<file path="config.mk">
export PLATFORM = sky130hd
export DESIGN_NAME = alu_result_stage
export DESIGN_NICKNAME = d
export VERILOG_FILES = /design/src/rtl/alu_result_stage.sv
export SDC_FILE = /design/constraint.sdc
export NUM_CORES = 1
export LEC_CHECK = 0
export ABC_CLOCK_PERIOD_IN_PS = 1800
export CAP_MARGIN = 20
export CORE_ASPECT_RATIO = 0.5
export CORE_MARGIN = 5
export CORE_UTILIZATION = 44
export CTS_CLUSTER_SIZE = 12
export DETAILED_ROUTE_END_ITERATION = 6
export PLACE_DENSITY = 0.74
export SLEW_MARGIN = 0
export SYNTH_ARGS = -nofsm -noshare
export SYNTH_HDL_FRONTEND = slang
export SYNTH_SLANG_ARGS = --single-unit
</file>
<file path="constraint.sdc">
create_clock -name clk -period 1.8 [get_ports clk]
set_input_delay 0.36 -clock clk [delete_from_list [all_inputs] [get_ports clk]]
set_output_delay 0.36 -clock clk [all_outputs]
set_load 0.01 [all_outputs]
</file>
<file path="src/rtl/alu_result_stage.sv">
// Registered result stage behind the adder/subtractor: flag masking, 2-entry skid
// buffer on a valid/ready handshake, sticky overflow and saturating overflow counter.
module alu_result_stage #(
    parameter int WIDTH = 32,
    parameter int CNT_W = 8
) (
    input  logic             clk,
    input  logic             rst_n,
    input  logic             in_valid,
    output logic             in_ready,
    input  logic [WIDTH-1:0] in_result,
    input  logic             in_zero,
    input  logic             in_overflow,
    input  logic             in_cout,
    input  logic [1:0]       in_op,
    output logic             out_valid,
    input  logic             out_ready,
    output logic [WIDTH-1:0] out_result,
    output logic             out_zero,
    output logic             out_overflow,
    output logic             out_cout,
    output logic             out_negative,
    output logic             sticky_ovf,
    input  logic             sticky_clr,
    output logic [CNT_W-1:0] ovf_count
);

    typedef enum logic [1:0] {
        EMPTY = 2'd0,
        ONE   = 2'd1,
        TWO   = 2'd2
    } state_t;

    typedef struct packed {
        logic [WIDTH-1:0] result;
        logic             zero;
        logic             overflow;
        logic             cout;
        logic             negative;
    } entry_t;

    state_t           state_reg, state_next;
    entry_t           head_reg, head_next;
    entry_t           skid_reg, skid_next;
    entry_t           captured;
    logic             in_ready_reg, in_ready_next;
    logic             out_valid_reg, out_valid_next;
    logic             sticky_reg, sticky_next;
    logic [CNT_W-1:0] count_reg, count_next;

    logic accept;
    logic pop;
    logic is_slt;
    logic ovf_event;

    assign accept    = in_valid & in_ready_reg;
    assign pop       = out_valid_reg & out_ready;
    assign is_slt    = (in_op == 2'b11);
    assign ovf_event = accept & in_overflow & ~is_slt;

    // SLT result is a 0/1 compare outcome, so arithmetic flags are meaningless there.
    always_comb begin
        captured.result   = in_result;
        captured.zero     = in_zero;
        captured.overflow = is_slt ? 1'b0 : in_overflow;
        captured.cout     = is_slt ? 1'b0 : in_cout;
        captured.negative = is_slt ? 1'b0 : in_result[WIDTH-1];
    end

    always_comb begin
        state_next = state_reg;
        head_next  = head_reg;
        skid_next  = skid_reg;
        case (state_reg)
            EMPTY: begin
                if (accept) begin
                    head_next  = captured;
                    state_next = ONE;
                end
            end
            ONE: begin
                if (accept && pop) begin
                    head_next = captured;
                end else if (accept) begin
                    skid_next  = captured;
                    state_next = TWO;
                end else if (pop) begin
                    state_next = EMPTY;
                end
            end
            TWO: begin
                if (pop) begin
                    head_next  = skid_reg;
                    state_next = ONE;
                end
            end
            default: state_next = EMPTY;
        endcase
    end

    // Handshake outputs come straight from flops so consumer back-pressure never
    // reaches the adder through logic.
    always_comb begin
        in_ready_next  = (state_next != TWO);
        out_valid_next = (state_next != EMPTY);
    end

    // A clear coinciding with an overflow accept restarts the count at one.
    always_comb begin
        sticky_next = sticky_reg;
        count_next  = count_reg;
        if (ovf_event) begin
            sticky_next = 1'b1;
            if (sticky_clr) begin
                count_next = CNT_W'(1);
            end else if (count_reg != {CNT_W{1'b1}}) begin
                count_next = count_reg + CNT_W'(1);
            end
        end else if (sticky_clr) begin
            sticky_next = 1'b0;
            count_next  = '0;
        end
    end

    always_ff @(posedge clk or negedge rst_n) begin
        if (!rst_n) begin
            state_reg     <= EMPTY;
            head_reg      <= '0;
            skid_reg      <= '0;
            in_ready_reg  <= 1'b1;
            out_valid_reg <= 1'b0;
            sticky_reg    <= 1'b0;
            count_reg     <= '0;
        end else begin
            state_reg     <= state_next;
            head_reg      <= head_next;
            skid_reg      <= skid_next;
            in_ready_reg  <= in_ready_next;
            out_valid_reg <= out_valid_next;
            sticky_reg    <= sticky_next;
            count_reg     <= count_next;
        end
    end

    assign in_ready     = in_ready_reg;
    assign out_valid    = out_valid_reg;
    assign out_result   = head_reg.result;
    assign out_zero     = head_reg.zero;
    assign out_overflow = head_reg.overflow;
    assign out_cout     = head_reg.cout;
    assign out_negative = head_reg.negative;
    assign sticky_ovf   = sticky_reg;
    assign ovf_count    = count_reg;

endmodule

</file>
==> results.sh <==
export IMPL_rsz0062_at_grt="true"
export IMPL_ys_top_cells_by_area="dfrtp_1 58%, mux2_2 10%, nand2_1 8.4%"
export IMPL_ioPinCount=89
export IMPL_final_nets=505
export IMPL_fmax_mhz=572
export IMPL_synthDominantCellAreaShare=0.577
export IMPL_synth_top_family_by_area="simple AND/OR/NAND/NOR gates"
export IMPL_yosysUniqueCellTypes=39
export IMPL_cpPeakStageDelay_ps=520
export IMPL_antenna_found_initial=0
export IMPL_relSlewSlack=0.737
export IMPL_use_met2=0.313
export IMPL_htreeDepth=3
export IMPL_start_util=0.454
export IMPL_worstPathArrival_ps=2010
export IMPL_synth_commonest_cells="84 x dfrtp_1, 82 x nand2_1, 41 x nor2_1, 36 x a31oi_1, 33 x mux2_2"
export IMPL_hold_path_class="in -> reg"
export IMPL_wire_per_inst_um=14.4
export IMPL_yosysMostFrequentCell="dfrtp_1"
export IMPL_gr_total_overflow=0
export IMPL_hold_viol_final=0
export IMPL_powerDensity_mw_per_mm2=1580
export IMPL_synthMuxAreaShare=0.105
export IMPL_drtPass1Iterations=4
export IMPL_routed_wl_mm=8.31
export IMPL_dp_hpwl_mm=5.84
export IMPL_ir_worst_vdd_v=0.000609
export IMPL_worstPathRequired_ps=2060
export IMPL_vias_per_cell=5.07
export IMPL_drv_slew=0
export IMPL_syn_nets=397
export IMPL_outcome="complete, no violations"
export IMPL_dp_slack_ps=-485
export IMPL_rows=23
export IMPL_synthXorXnorAreaFrac=0
export IMPL_setup_viol=0
export IMPL_io_buffers=88
export IMPL_dr_first_iter_drc_count=159
export IMPL_core_mm2=0.00803
export IMPL_final_min_clock_period_ps=1750
export IMPL_synthFlopType="dfrtp_1"
export IMPL_fin_ws_ps=51.0
export IMPL_syn_inst=354
export IMPL_n_antenna_cell=0
export IMPL_clkTransAtPathRegs_ps=60
export IMPL_vias=2938
export IMPL_synth_seq_cells=85
export IMPL_utilization=0.648
export IMPL_place_congestion=0.795
export IMPL_clockBufferDepth=2
export IMPL_die_x_um=139
export IMPL_clockRootBuffer="clkbuf_16"
export IMPL_drc_errors=0
export IMPL_yosys_area_share_simple=0.168
export IMPL_cts_tree="yes"
export IMPL_yosysWarningCount=0
export IMPL_maxCapViolCount=0
export IMPL_layout_drive_gt1_share=0.193
export IMPL_synth_edf_count=0
export IMPL_die_area_mm2=0.0103
export IMPL_clk_insertion_delay_late_ps=330
export IMPL_synth_compound_area_share=0.113
export IMPL_grt_busiest_layer="met2"
export IMPL_end_kind="register"
export IMPL_post_route_period_util=0.972
export IMPL_first_global_vias=3000
export IMPL_clock_skew_ps=8.13
export IMPL_critical_path_max_fanout=3
export IMPL_grt_max_degree=37
export IMPL_antenna_left=0
export IMPL_yosys_area_top_type="dfrtp_1"
export IMPL_ys_seq_area_frac=0.584
export IMPL_crit_slowest_cell="clkdlybuf4s50_1"
export IMPL_largest_reg_flops=36
export IMPL_grt_usage=0.168
export IMPL_critPathLaunchType="input pin"
export IMPL_synth_cell_area_mm2=0.00365
export IMPL_grt_pass1_wl_mm=14.0
export IMPL_avgSynthCellArea_um2=10.3
export IMPL_synth_adder_area_share=0.00343
export IMPL_rrSetupSlack_ps=50
export IMPL_die_h_um=74.4
export IMPL_cts_buffers=9
export IMPL_crit_chain="clkdlybuf4s50_1 > nand2_4 > or4_4 > or4_1 > a21oi_1"
export IMPL_synthArstFlopShare=1.00
export IMPL_path_class="in -> reg"
export IMPL_tightest_slew_ps=395
export IMPL_met1_usage=0.200
export IMPL_p_leak_uw=0.00222
export IMPL_cts_sinks=85
export IMPL_area_growth_pct=42.7
export IMPL_met3_usage=0.0385
## final cells by class
type	count	area (µm²)
tap	112	140
fill	648	2830
clock inverter	3	20.0
multi-input combinational	244	1450
timing repair buffer	118	1190
sequential	85	2130
inverter	4	15.0
clock buffer	13	260
## where the power goes
part / total, µW / leakage [µW] / switching, µW / internal, µW
Combinational: 3250 / 0.00109 / 1390 / 1860
Sequential: 3260 / 0.000999 / 475 / 2790
Clock: 1720 / 0.000132 / 707 / 1010
Total: 8220 / 0.00222 / 2570 / 5650
## what timing repair did
action                                  CTS  global route
endpoints found under the hold margin    17             0
setup buffers                             0             1
resized for setup                         3             4
pin swaps                                 5             4
hold buffers                              1             0
endpoints found under the setup margin    4             2
## worst max-delay path, delay by kind of cell
| kind | cells | cell delay, ps |
|---|---|---|
| AOI/OAI and AO/OA | 1 | 150 |
| and+or+nand+nor | 3 | 980 |
| buffers and inverters | 1 | 520 |
## final timing paths
path	from	to	cells after the start
setup reg to reg	in_ready	ovf_count[5]	4
hold reg to reg	skid_reg[2]	skid_reg[2]	2
max in group asynchronous	rst_n	skid_reg[4]	3
min in group asynchronous	rst_n	state_reg[1]	2
setup / recovery	in_valid	ovf_count[5]	5
hold / removal	in_op[1]	skid_reg[1]	4
## cells by family (layout without fill, tap and decap cells)
family,count (synthesis),in the layout
compound gates,63,63
fa+ha+maj,1,1
buf+inv,25,138
flops,85,85
mux,34,34
simple gates,146,146
## metal layers
layer  up-vias  share of wire
met5         -              0
met3         7          0.034
met4         0          0.011
li1       1443              -
met1      1436           0.43
met2        52           0.53
## stage by stage
step	total power (µW)	instance area, µm²	hold slack, ps	instances	setup TNS, ps
final	8220	5200	454	579	0
after global routing	8770	5200	487	579	-4.77
after CTS	8310	5190	468	578	0
after detailed placement	6580	4890	276	561	-11860
after global placement	6460	4890	273	561	-10710
after floorplan	4870	3650	64.4	354	0
## placed cells by master (no fill, tap or decap), types with 3 or more instances in the layout
cell | Yosys | routed
nor2_1 | 41 | 41
mux2_2 | 33 | 33
nand2_1 | 82 | 81
a21oi_1 | 8 | 7
a31oi_1 | 36 | 36
nand3_1 | 3 | 3
buf_12 | 0 | 6
dfrtp_1 | 84 | 84
buf_4 | 0 | 23
clkdlybuf4s50_1 | 0 | 83
nor3_1 | 3 | 3
dlymetal6s2s_1 | 0 | 3
clkbuf_16 | 0 | 9
o21ai_0 | 6 | 6
inv_1 | 4 | 3
nor4_1 | 3 | 3
Note: power is estimated with default switching activity, not from simulation.
